$ cat config.mk
export PLATFORM = sky130hd
export DESIGN_NAME = spin_readout
export DESIGN_NICKNAME = d
export VERILOG_FILES = /design/src/rtl/spin_readout.sv
export SDC_FILE = /design/constraint.sdc
export NUM_CORES = 1
export LEC_CHECK = 0
export BUFFER_PORTS_ARGS = -buffer_cell sky130_fd_sc_hd__clkbuf_2
export CAP_MARGIN = 20
export CORE_ASPECT_RATIO = 0.75
export CORE_UTILIZATION = 45
export CTS_CLUSTER_DIAMETER = 80
export DETAILED_ROUTE_END_ITERATION = 16
export PLACE_DENSITY = 0.72
export SLEW_MARGIN = 20
export SYNTH_ARGS = -nofsm -noshare
export SYNTH_HDL_FRONTEND = slang
export SYNTH_SLANG_ARGS = --single-unit
$ cat constraint.sdc
create_clock -name clk -period 8.4 [get_ports clk]
set_input_delay 1.68 -clock clk [delete_from_list [all_inputs] [get_ports clk]]
set_output_delay 1.68 -clock clk [all_outputs]
set_load 0.01 [all_outputs]
$ cat src/rtl/spin_readout.sv
// -----------------------------------------------------------------------------
// spin_readout
//
// Decodes the phase of each free-running oscillator relative to oscillator 0
// into a binary spin. After an accepted start the block waits a programmable
// settle time, then counts, over a programmable window, the cycles on which
// each synchronized oscillator bit agrees with oscillator 0. At the end it
// publishes the raw agreement counts and the decoded spins together with a
// one-cycle valid pulse.
//
// Parameters:
//   N            number of oscillators (bit 0 is the phase reference)
//   COUNT_WIDTH  width of the settle/measure lengths and agreement counters
//   SYNC_STAGES  flops per synchronizer chain on osc_in (must be >= 2)
//
// Ports:
//   clk             system clock
//   rst             synchronous, active-high reset
//   start           begin a readout (only looked at while idle)
//   settle_cycles   cycles to wait before measuring (latched on start)
//   measure_cycles  length of the measurement window (latched on start)
//   osc_in          asynchronous oscillator outputs, bit i = oscillator i
//   busy            high while a readout is in progress (settle/measure/done)
//   valid           one-cycle pulse when spins/agree_counts are refreshed
//   spins           decoded spins, bit 0 always 0
//   agree_counts    per-oscillator agreement counts, oscillator i at
//                   [i*COUNT_WIDTH +: COUNT_WIDTH]
// -----------------------------------------------------------------------------
module spin_readout #(
    parameter int N           = 3,
    parameter int COUNT_WIDTH = 16,
    parameter int SYNC_STAGES = 2
) (
    input  logic                     clk,
    input  logic                     rst,
    input  logic                     start,
    input  logic [COUNT_WIDTH-1:0]   settle_cycles,
    input  logic [COUNT_WIDTH-1:0]   measure_cycles,
    input  logic [N-1:0]             osc_in,
    output logic                     busy,
    output logic                     valid,
    output logic [N-1:0]             spins,
    output logic [N*COUNT_WIDTH-1:0] agree_counts
);

    typedef enum logic [1:0] {
        ST_IDLE    = 2'd0,
        ST_SETTLE  = 2'd1,
        ST_MEASURE = 2'd2,
        ST_DONE    = 2'd3
    } state_t;

    state_t                   r_state;
    state_t                   w_state_next;

    logic [N-1:0]             r_sync [SYNC_STAGES];
    logic [N-1:0]             w_s;

    logic [COUNT_WIDTH-1:0]   r_s_len;
    logic [COUNT_WIDTH-1:0]   r_m_len;
    logic [COUNT_WIDTH-1:0]   r_cnt;
    logic [COUNT_WIDTH-1:0]   w_cnt_next;
    logic [COUNT_WIDTH-1:0]   w_m_eff;

    logic [COUNT_WIDTH-1:0]   r_acc      [N];
    logic [COUNT_WIDTH-1:0]   w_acc_next [N];
    logic [N-1:0]             w_spins;
    logic [N*COUNT_WIDTH-1:0] w_acc_flat;

    logic [N-1:0]             r_spins;
    logic [N*COUNT_WIDTH-1:0] r_agree;

    // ------------------------------------------------------------------
    // Synchronizer: osc_in is only ever consumed through the last stage.
    // ------------------------------------------------------------------
    always_ff @(posedge clk) begin
        if (rst) begin
            for (int k = 0; k < SYNC_STAGES; k++) begin
                r_sync[k] <= '0;
            end
        end else begin
            r_sync[0] <= osc_in;
            for (int k = 1; k < SYNC_STAGES; k++) begin
                r_sync[k] <= r_sync[k-1];
            end
        end
    end

    assign w_s = r_sync[SYNC_STAGES-1];

    // ------------------------------------------------------------------
    // Next-state / cycle counter. r_cnt counts cycles spent in the current
    // timed state and wraps to 0 on every exit, so each timed state starts
    // from a clean count.
    // ------------------------------------------------------------------
    always_comb begin
        w_state_next = r_state;
        w_cnt_next   = r_cnt;
        w_m_eff      = r_m_len;
        case (r_state)
            ST_IDLE: begin
                w_cnt_next = '0;
                // A start that goes straight to DONE (S=0, M=0) never latches
                // M before the output load, so use the live input here.
                w_m_eff    = measure_cycles;
                if (start) begin
                    if (settle_cycles != '0) begin
                        w_state_next = ST_SETTLE;
                    end else if (measure_cycles != '0) begin
                        w_state_next = ST_MEASURE;
                    end else begin
                        w_state_next = ST_DONE;
                    end
                end
            end
            ST_SETTLE: begin
                if (r_cnt == r_s_len - 1'b1) begin
                    w_cnt_next   = '0;
                    w_state_next = (r_m_len != '0) ? ST_MEASURE : ST_DONE;
                end else begin
                    w_cnt_next = r_cnt + 1'b1;
                end
            end
            ST_MEASURE: begin
                if (r_cnt == r_m_len - 1'b1) begin
                    w_cnt_next   = '0;
                    w_state_next = ST_DONE;
                end else begin
                    w_cnt_next = r_cnt + 1'b1;
                end
            end
            ST_DONE: begin
                w_state_next = ST_IDLE;
            end
            default: begin
                w_state_next = ST_IDLE;
            end
        endcase
    end

    // ------------------------------------------------------------------
    // Per-oscillator accumulators and spin decision. The outputs are loaded
    // from the next accumulator value on the edge entering DONE, so the last
    // measurement cycle is included and the data is visible while valid=1.
    // ------------------------------------------------------------------
    generate
        for (genvar gi = 0; gi < N; gi++) begin : g_osc
            always_comb begin
                w_acc_next[gi] = r_acc[gi];
                if (r_state == ST_IDLE) begin
                    w_acc_next[gi] = '0;
                end else if ((r_state == ST_MEASURE) && (w_s[gi] == w_s[0])) begin
                    w_acc_next[gi] = r_acc[gi] + 1'b1;
                end
            end

            // 2*acc < M at COUNT_WIDTH+1 bits; a tie or M=0 yields spin 0.
            assign w_spins[gi] = ({w_acc_next[gi], 1'b0} < {1'b0, w_m_eff});
            assign w_acc_flat[gi*COUNT_WIDTH +: COUNT_WIDTH] = w_acc_next[gi];
        end
    endgenerate

    // ------------------------------------------------------------------
    // State and datapath registers.
    // ------------------------------------------------------------------
    always_ff @(posedge clk) begin
        if (rst) begin
            r_state <= ST_IDLE;
            r_cnt   <= '0;
            r_s_len <= '0;
            r_m_len <= '0;
            r_spins <= '0;
            r_agree <= '0;
            for (int k = 0; k < N; k++) begin
                r_acc[k] <= '0;
            end
        end else begin
            r_state <= w_state_next;
            r_cnt   <= w_cnt_next;
            for (int k = 0; k < N; k++) begin
                r_acc[k] <= w_acc_next[k];
            end
            if ((r_state == ST_IDLE) && start) begin
                r_s_len <= settle_cycles;
                r_m_len <= measure_cycles;
            end
            if ((w_state_next == ST_DONE) && (r_state != ST_DONE)) begin
                r_spins <= w_spins;
                r_agree <= w_acc_flat;
            end
        end
    end

    assign busy         = (r_state != ST_IDLE);
    assign valid        = (r_state == ST_DONE);
    assign spins        = r_spins;
    assign agree_counts = r_agree;

endmodule

---- Yosys cells after proc, flatten, opt, wreduce, memory -nomap -nowiden ----
Memory sizes are Yosys's and may differ from the RTL's.
Cells that the tools add are included.
word-level totals
  bits in registers ....................... 101
  memory bits (writable) .................. 54
  input port bits ......................... 38
  output and inout port bits .............. 53
  logic and storage cells ................. 66
  memories kept ........................... 2
memories
  memory  words  bits a word  rd ports  clocked after memory_dff  write ports  RTL line  text
  r_acc   3      16           3         0                         3            65        logic [COUNT_WIDTH-1:0] r_acc [N];
  r_sync  2      3            2         0                         2            56        logic [N-1:0] r_sync [SYNC_STAGES];
cells by class
  $add $sub $neg .......................... 6
  $lt $le $gt $ge ......................... 3
  equality and inequality tests ........... 9
  multiplexer cells ....................... 25
  bitwise logic cells ..................... 5
  reduce and logical (&&, ||, !) cells .... 10
operators by type and width
  cell                                                                   count
  16-bit 2-to-1 mux                                                      12
  16-bit by 1-bit adder with 16-bit output, second input constant        4
  17-bit by 16-bit < comparator with 1-bit output                        3
  16-bit case mux with 3 select lines                                    1
  16-bit nonzero test                                                    3
  16-bit equality test                                                   2
  16-bit by 1-bit subtractor with 16-bit output, second input constant   2
  2-bit 2-to-1 mux                                                       4
  2-bit case mux with 4 select lines                                     1
  2-bit equality test, second input constant                             3
  3-bit 2-to-1 mux                                                       2
  1-bit 2-to-1 mux                                                       5
  1-bit OR                                                               5
  1-bit logical AND                                                      4
  3-bit nonzero test                                                     1
  1-bit equality test                                                    2
  2-bit by 1-bit equality test with 1-bit output, second input constant  1
  2-bit logical NOT                                                      1
  2-bit inequality test, second input constant                           1
  2-bit nonzero test                                                     1

---- Longest topological paths before layout ----
Gate-level depths: netlist (run 1).
  word-level depth ........................ 7
  depth in mapped cells ................... 18
  mapped depth without buffers ............ 17

---- Least setup slack after synthesis (run 1) ----
Ideal clock, no wire load.
  path kind ............................... input to register
  from .................................... input settle_cycles[8]
  to ...................................... register r_agree[13], in the netlist agree_counts[13]
  setup time .............................. 0.123 ns
  arrival ................................. 3.551 ns
  required time ........................... 8.277 ns
  path slack .............................. 4.726 ns
  cell stages on the path ................. 7
  buffers on the path ..................... 0
  cell sequence ........................... or4_1 -> nor4_1 -> o32ai_1 -> nor3_1 -> a21boi_2 -> nand2_4 -> mux2_1
on the way
  word-level cells in the longest chain between the ends .. 6
ends and longest elaborated chain
  item                                RTL line  text
  start: declaration                  37        input logic [COUNT_WIDTH-1:0] settle_cycles,
  16-bit nonzero test                 107       if (settle_cycles != '0) begin
  2-bit 2-to-1 mux                    107
  2-bit 2-to-1 mux                    106       if (start) begin
  2-bit case mux with 4 select lines  100       case (r_state)
  2-bit equality test                 187       if ((w_state_next == ST_DONE) && (r_state != ST_DONE)) begin
  1-bit logical AND                   187
  end signal: assignment              189       r_agree <= w_acc_flat;
  end: declaration                    71        logic [N*COUNT_WIDTH-1:0] r_agree;
Every way passes these cells.
A chain may end at the register's enable or synchronous reset.

---- Worst setup path after layout (run 1) ----
  from .................................... register r_state[0]
  to ...................................... register r_spins[2], in the netlist spins[2]
on the way
  word-level cells in the longest chain between the ends .. 5
ends and longest elaborated chain
  item                                             RTL line  text
  start: declaration                               53        state_t r_state;
  start signal: assignment                         178       r_state <= w_state_next;
  2-bit equality test                              100, 152
  1-bit logical AND                                152       end else if ((r_state == ST_MEASURE) && (w_s[gi] == w_s[0])) begin
  16-bit 2-to-1 mux                                152
  16-bit 2-to-1 mux                                150       if (r_state == ST_IDLE) begin
  17-bit by 16-bit < comparator with 1-bit output  158       assign w_spins[gi] = ({w_acc_next[gi], 1'b0} < {1'b0, w_m_eff});
  end signal: assignment                           188       r_spins <= w_spins;
  end: declaration                                 70        logic [N-1:0] r_spins;
Several ways; a longest one is shown, not always the timed one.

==> flow_summary.toml, run 1 <==
[run_status]
outcome = "complete, no violations"

[clocking]
cts_resized = 0
cts_hold_buf = 0
cts_buffer_depth = 2
root_buffer = "clkbuf_16"
post-cts-setup-buffers = 0
clkLatencyLatePin_ns = 0.43
cts_tree = "yes"
cts_buffers = 17
path_clk_slew_ns = 0.07
cts-htree-levels = 4
cts_sinks = 155

[worst_setup_path]
cp_slowest_stage_delay_ns = 0.69
setup.worst_path.end_class = "flop"
start_kind = "flop"
cp_cell_sequence = "inv_1, ha_4, buf_4, mux2i_1, ha_1, a21o_1, a21o_1, a21o_1, a21oi_1, o211ai_1, a311oi_1, nand3_1, a21oi_1"
slowest_stage = "buf_4"
critical_path.max_fanout = 65
cp_data_arrival_time_ns = 4.61
critical_path_class = "flop to flop"
cp.required_ns = 8.75
cp_common_cell = "a21o_1"

[cells_and_area]
area_growth_pct = 12.52
nets = 1242
multiInputGateArea_um2 = 5488
drive_gt1_share_pct = 12.50
antennaDiodeCount = 0
register_area_um2 = 3103
nFillCells = 1818

[detailed_routing]
wire_per_inst_um = 17.13
routed_via_density = 5.768
drc = 0
wl_um = 24200
dr.first_iter.drc_count = 771
first_pass_iters = 5
ant_nets = 0
vias = 8150

[power]
cellLeakagePower_nw = 3.943
total_power_mw = 2.882
powerDensity_nw_per_um2 = 285.0
irDropWorstVdd_mv = 0.1925

[timing]
layout_min_cycle_time_ns = 4.256
setup_viol = 0
tightestPinTransition_ns = 1.089
finClkSkew_ns = 0.01030
fmax_ghz = 0.2349
finalHoldViolCount = 0
relSlewSlack_pct = 27.22
fin_hold_ws_ns = 0.4388
setup_slack_ns = 4.144
fin_crit_sh_pct = 50.67
rsz0062_at_grt = "false"
fin_tns_setup_ns = 0
slew_viol_final = 0

[run]
drv_cap = 0

[floorplan]
ios = 91
core_area_um2 = 19430
die_w_um = 165.2
die_y_um = 124.4
start_util_pct = 46.25
dieArea_um2 = 20550
rows = 44

[yosys]
syn_avg_cell_area_um2 = 8.119
synthArstFlopShare_pct = 0
netlist_instances = 1107
synth_area_leaders = "dfxtp_1 35%, ha_1 7.8%, xnor2_1 4.8%, nand2_1 4.3%, nand3_1 4.1%"
synth.largest_area_cell = "dfxtp_1"
ys_warn_count = 0
synth_edf_count = 0
ys_ff_latch = 155
yosysSeqAreaShare_pct = 34.53
yosys.area.top_type_share_pct = 34.53
synth_area_um2 = 8987
synth_nets = 1201
ys.flop_type = "dfxtp_1"
yosysUniqueCellTypes = 68

[grt]
grt_pass1_vias = 7525
antenna_found_initial = 0
grt_pass1_wl_um = 39490
grtUsageTotal_pct = 24.09
grt_overflow_total = 0
grt_max_degree = 73

[placed_design]
dp_hpwl_um = 17270
dp_slack_ns = 3.969
port_buffers = 90
globalplace.congestion = 0.8568

[hold_path]
worstHoldPathType = "flop to flop"
## sequential cells by signal, summed over array words and instances, names as in the netlist
register and cells:
spins 3, r_m_len 16, r_state 2, agree_counts 48, r_cnt 16, r_acc 48
r_sync 6, r_s_len 16
## report_power, final
part	switching (mW)	internal, mW	total (mW)
sequential	0.0758	0.780	0.856
clock	0.331	0.530	0.861
combinational	0.790	0.375	1.17
## worst max-delay path: cells and delay by family, from the launching register on
family / cells / cell delay, ns
AOI/OAI and AO/OA: 7 / 1.30
adders and majority gates: 2 / 0.88
DFF: 1 / 0.39
muxes: 1 / 0.57
and+or+nand+nor: 1 / 0.12
buffers and inverters: 2 / 0.84
## metrics by stage
stage                     instance area (um^2)  util (%)  std cells
after floorplan                           8987         -       1107
after global placement                    9465     48.71       1382
after detailed placement                  9465     48.71       1382
after CTS                                10110     52.02       1413
after global routing                     10110     52.03       1413
final                                    10110     52.03       1413
## final cells by class
type	instances	share of cell area, %
Sequential cell	155	30.69
Clock inverter	13	2.116
Multi-Input combinational cell	859	54.27
Tap cell	253	3.130
Timing Repair Buffer	94	4.776
Clock buffer	18	4.244
Inverter	21	0.7795
## synthesized netlist by cell type (all sizes together), types with 2 or more instances
| cell | number |
|---|---|
| a211o | 3 |
| a211oi | 11 |
| a21boi | 4 |
| a21o | 7 |
| a21oi | 59 |
| a22o | 3 |
| a22oi | 4 |
| a311oi | 2 |
| a32o | 2 |
| a32oi | 2 |
| and2 | 6 |
| and3 | 19 |
| and4 | 3 |
| buf | 29 |
| clkbuf | 43 |
| dfxtp | 155 |
| ha | 56 |
| inv | 21 |
| mux2 | 9 |
| mux2i | 22 |
| nand2 | 106 |
| nand2b | 39 |
| nand3 | 74 |
| nand4 | 20 |
| nand4b | 2 |
| nor2 | 87 |
| nor2b | 24 |
| nor3 | 62 |
| nor4 | 19 |
| nor4b | 2 |
| o2111ai | 2 |
| o211ai | 7 |
| o21a | 4 |
| o21ai | 77 |
| o31ai | 6 |
| o32a | 2 |
| or2 | 2 |
| or3 | 6 |
| or3b | 2 |
| or4 | 10 |
| xnor2 | 49 |
| xor2 | 33 |
## cell families (layout without fill, tap and decap cells)
| group | count (synthesis) | count (layout) | synth area share [%] |
|---|---|---|---|
| fa+ha+maj | 56 | 56 | 7.796 |
| buf+inv | 93 | 146 | 4.678 |
| flops | 155 | 155 | 34.53 |
| xor+xnor | 82 | 82 | 7.991 |
| compound gates | 205 | 205 | 13.96 |
| mux | 31 | 31 | 3.578 |
| simple gates | 485 | 485 | 27.47 |
## per-layer routing
metal / vias to the layer above / share of wire (%) / GRT usage (%)
li1: 4001 / - / -
met1: 3830 / 49 / 36.23
met2: 282 / 42 / 33.67
met3: 37 / 7.5 / 5.261
met4: 0 / 2.1 / 7.285
met5: - / 0 / 0
## final timing paths
path	start	end	slack, ns	cells after the start
worst min register to register	r_sync[0][0]	r_sync[0][3]	0.44	1
worst min-delay path	r_sync[0][0]	r_sync[0][3]	0.44	1
worst max-delay path	r_state[0]	spins[2]	4.14	13
worst max register to register	r_state[0]	spins[2]	4.14	13
## cell usage in the layout, fill, tap and decap left out, types with 39 or more instances in the layout
cell type and instances:
a21oi_1 59, clkbuf_2 89, dfxtp_1 155, ha_1 55
nand2_1 103, nand2b_1 39, nand3_1 74, nor2_1 86
nor3_1 62, o21ai_0 74, xnor2_1 49
No activity file was read; power rests on OpenSTA's default activity.
==> inputs of run 2 (changes only) <==
Settings changed: PLACE_DENSITY 0.72 to 0.74.
Clock period 8.4 ns to 3.5 ns, I/O delays scaled along.
==> flow_summary.toml, run 2 (synthesis gave the netlist of run 1 again) <==
[worst_setup_path]
cp_slowest_stage_delay_ns = 0.58
slowest_stage = "or4_4"
critical_path_class = "flop to flop"
critPathCapture = "agree_counts[36]"
r2r_end = "agree_counts[36]"
cp_data_arrival_time_ns = 3.62
r2r_cells = 12
start_kind = "flop"
startpoint = "r_m_len[1]"
critical_path.max_fanout = 35
reg2reg_slack_ns = 0.18
cp.required_ns = 3.80
setup.worst_path.end_class = "flop"
r2r-start = "r_m_len[1]"
cp_cell_sequence = "inv_1, ha_1, or3b_2, xnor2_1, o2111ai_1, o311ai_1, or4_4, o31a_1, and2_4, nor2_8, buf_12, o21ai_0"

[timing]
rsz0062_at_grt = "false"
finClkSkew_ns = 0.01117
finalHoldViolCount = 0
relSlewSlack_pct = 27.72
slew_viol_final = 0
fmax_ghz = 0.3013
tightestPinTransition_ns = 1.082
layout_min_cycle_time_ns = 3.319
setup_viol = 0
fin_tns_setup_ns = 0
fin_crit_sh_pct = 94.84

[power]
clockPowerShare_pct = 26.8
seqPwrFrac_pct = 28.7
p_int_mw = 4.102
switching_share_pct = 41.80
total_power_mw = 7.049
irDropWorstVdd_mv = 0.5383
p_comb_share_pct = 44.5
p_sw_mw = 2.947
powerDensity_nw_per_um2 = 679.4
cellLeakagePower_nw = 4.089

[grt]
grt_max_degree = 141
grt_overflow_total = 0
grt_pass1_vias = 7774
antenna_found_initial = 2
grtUsageTotal_pct = 24.66
grt_pass1_wl_um = 40080

[cells_and_area]
final_common_cell = "dfxtp_1"
post-route-cell-area_um2 = 10380
layout_common_cells = "154 x dfxtp_1, 104 x nand2_1, 89 x clkbuf_2"
drive_gt1_share_pct = 14.87
nets = 1271
final_cells = 1445
nFillCells = 1808
area_growth_pct = 15.44
fin_util_pct = 53.39

[floorplan]
ios = 91
dieArea_um2 = 20550
core_area_um2 = 19430
die_y_um = 124.4
die_w_um = 165.2
start_util_pct = 46.25
rows = 44

[placed_design]
port_buffers = 90
globalplace.congestion = 0.9431
dp_hpwl_um = 18020
dp_cells = 1411
dpl_cell_area_um2 = 9758

[clocking]
path_clk_slew_ns = 0.06
clkLatencyLatePin_ns = 0.43
root_buffer = "clkbuf_16"
cts_tree = "yes"
cts_buffer_depth = 2
post-cts-setup-buffers = 0
cts-htree-levels = 4
cts_sinks = 155
cts_buffers = 17
cts_hold_buf = 0

[detailed_routing]
ant_nets = 0
wire_per_inst_um = 16.99
wl_um = 24550
dr.first_iter.drc_count = 924
routed_via_density = 5.783
first_pass_iters = 6
vias = 8357
drc = 0

[hold_path]
hold_start = "r_sync[0][2]"
worstHoldPathType = "flop to flop"
worstHoldPathCells = 1

[run_status]
outcome = "complete, no violations"

[run]
drv_cap = 0
## run 2: cell count changes in the layout (fill, tap and decap cells not counted), sizes merged
cell	delta
buf	+29
clkinv	+1
inv	+3
diode	+2
bufinv	-3
## run 2: timing repair
item                                    CTS  global route
endpoints found under the setup margin    0             6
resized for setup                         0             4
endpoints found under the hold margin     0             0
## run 2: worst min-delay path by stage
stage	end	slack, ns
final	r_sync[0][5]	0.44
after global routing	r_sync[0][5]	0.46
after CTS	r_sync[0][3]	0.44
after detailed placement	r_sync[0][3]	0.42
after global placement	r_sync[0][3]	0.42
after floorplan	r_sync[0][3]	0.41
## run 2: critical path: cells and delay by family (launching register included)
kind / cells / cell delay (ns)
adders and majority gates: 1 / 0.20
and+or+nand+nor: 4 / 1.44
buffers and inverters: 2 / 0.26
DFF: 1 / 0.38
AOI/OAI and AO/OA: 4 / 0.75
xor gates and xnor gates: 1 / 0.16
## run 2: final cells by class
type	count	area, um^2	area share, %
Clock inverter	14	172.7	1.664
Sequential cell	155	3104	29.92
Antenna cell	2	5.005	0.04824
Tap cell	253	316.6	3.051
Multi-Input combinational cell	859	5493	52.94
Clock buffer	18	429.2	4.137
Timing Repair Buffer	123	775.7	7.477
Inverter	21	78.83	0.7598
## run 2: power by group through the flow
stage | registers [mW] | clock network, mW | logic (mW)
floorplan | 2.01 | 0 | 2.25
global placement | 2.05 | 0 | 3.03
detailed placement | 2.05 | 0 | 3.08
CTS | 2.01 | 1.92 | 3.09
global route | 2.04 | 2.01 | 3.42
finish | 2.02 | 1.89 | 3.14
## run 2: routing by layer
metal  track usage (%)  vias up  part of all wire, %
met3             6.161       48                  8.3
met5                 0        -                    0
met4             9.120        0                  2.6
met1             35.44     3916                   48
met2             35.02      339                   41
li1                  -     4054                    -
## run 2: through the flow
stage,hold slack (ns),setup WS (ns)
after floorplan,0.4138,0.1536
final,0.4378,0.1806
after detailed placement,0.4220,0.1830
after CTS,0.4371,0.1454
after global placement,0.4219,0.2668
after global routing,0.4572,0.01396
==> inputs of run 3 (changes only) <==
Settings changed: CORE_MARGIN set to 4.
==> flow_summary.toml, run 3 (synthesis gave the netlist of run 1 again) <==
[worst_setup_path]
cp.required_ns = 3.81
critical_path.max_fanout = 17
start_kind = "flop"
slowest_stage = "or4_4"
setup.worst_path.end_class = "flop"
critical_path_class = "flop to flop"
cp_cell_sequence = "inv_1, ha_1, or3b_2, xnor2_1, o2111ai_1, o311ai_1, or4_4, o31a_1, and2_4, nor2_4, buf_12, o21ai_0"
cp_data_arrival_time_ns = 3.63
r2r-start = "r_m_len[0]"
crit_family = "simple AND/OR/NAND/NOR gates"
startpoint = "r_m_len[0]"
critPathBufInv = 2
cp_slowest_stage_delay_ns = 0.57

[power]
powerDensity_nw_per_um2 = 688.2
irDropWorstVdd_mv = 0.6804
cellLeakagePower_nw = 4.098

[detailed_routing]
ant_nets = 0
highest_layer = "met4"
dr_wl_met3_um = 1927
wire_per_inst_um = 17.29
met2_length_um = 10710
routed_via_density = 5.746
first_pass_iters = 9
dr.first_iter.drc_count = 717
wl_met1_um = 11960
wl_um = 25020
vias = 8315
drc = 0

[placed_design]
port_buffers = 90
dp_hpwl_um = 17860
globalplace.congestion = 0.9114

[grt]
grt_pass1_wl_um = 39430
grt_overflow_total = 0
grt_pass1_vias = 7457
grt_max_degree = 131
antenna_found_initial = 1
grtUsageTotal_pct = 22.07

[run_status]
outcome = "complete, no violations"

[timing]
fmax_ghz = 0.3010
fin_tns_setup_ns = 0
finalHoldViolCount = 0
fin_crit_sh_pct = 94.91
finClkSkew_ns = 0.01204
rsz0062_at_grt = "false"
slew_viol_final = 0
relSlewSlack_pct = 26.50
layout_min_cycle_time_ns = 3.322
tightestPinTransition_ns = 1.100
setup_viol = 0

[clocking]
cts_buffers = 17
cts_tree = "yes"
cts_buffer_depth = 2
cts_sinks = 155
cts-htree-levels = 4
clkLatencyLatePin_ns = 0.43
root_buffer = "clkbuf_16"
path_clk_slew_ns = 0.07

[cells_and_area]
drive_gt1_share_pct = 15.24
final_common_cell = "dfxtp_1"
layout_common_cells = "155 x dfxtp_1, 103 x nand2_1, 89 x clkbuf_2"
fin_util_pct = 53.42
area_growth_pct = 15.83
nets = 1275
nFillCells = 1850
antennaDiodeCount = 0

[floorplan]
dieArea_um2 = 22320
die_y_um = 130.4
start_util_pct = 46.12
core_area_um2 = 19490
ios = 91
rows = 44
die_w_um = 171.2

[hold_path]
hold_start = "r_sync[0][1]"
worstHoldPathType = "flop to flop"

[run]
drv_cap = 0
[run 3: worst paths after layout]
check,depth (start not counted),slack (ns),end
worst max-delay path,12,0.18,agree_counts[40]
worst min-delay path,1,0.44,r_sync[0][4]
worst max register to register,12,0.18,agree_counts[40]
worst min register to register,1,0.44,r_sync[0][4]
[run 3: stage by stage]
stage                     instance area [um^2]  hold slack (ns)  total power, mW  instances  setup slack, ns
final                                    10410           0.4355            7.164       1447           0.1780
after CTS                                10340           0.4378            6.983       1443          0.04302
after detailed placement                  9746           0.4233            5.107       1411          0.06166
after global placement                    9746           0.4244            5.066       1411           0.1474
after floorplan                           8987           0.4138            4.257       1107           0.1536
after global routing                     10410           0.4505            7.558       1447         0.003965
[run 3: routing by layer]
| metal | up-vias | global-route usage (%) |
|---|---|---|
| met5 | - | 0 |
| met4 | 0 | 5.915 |
| met3 | 33 | 4.361 |
| met2 | 298 | 32.56 |
| met1 | 3920 | 32.94 |
| li1 | 4064 | - |
[run 3: worst reg2reg max path, stage by stage (launching register included)]
cell and delay (ns):
dfxtp_1 0.39, inv_1 0.09, ha_1 0.21, or3b_2 0.52, xnor2_1 0.15, o2111ai_1 0.20, o311ai_1 0.14, or4_4 0.57
o31a_1 0.32, and2_4 0.23, nor2_4 0.15, buf_12 0.15, o21ai_0 0.09
[run 3: report_power, final]
group          leakage [nW]  switching (mW)  internal, mW
clock network         0.279           0.838          1.03
logic                  2.56            2.08          1.20
registers              1.25           0.146          1.87
total                  4.10            3.06          4.10
[run 3: repair_timing]
action | CTS | global route
hold buffers | 0 | 0
endpoints found under the setup margin | 0 | 45
setup buffers | 0 | 2
resized for setup | 0 | 3
[run 3: layout make-up]
| type | count | area, um^2 | area share [%] |
|---|---|---|---|
| clock buffer | 18 | 439.2 | 4.219 |
| clock inverter | 14 | 151.4 | 1.454 |
| inverter | 21 | 78.83 | 0.7572 |
| multi-input combinational | 861 | 5518 | 53.00 |
| sequential | 155 | 3103 | 29.81 |
| tap | 253 | 316.6 | 3.041 |
| timing repair buffer | 125 | 803.3 | 7.716 |
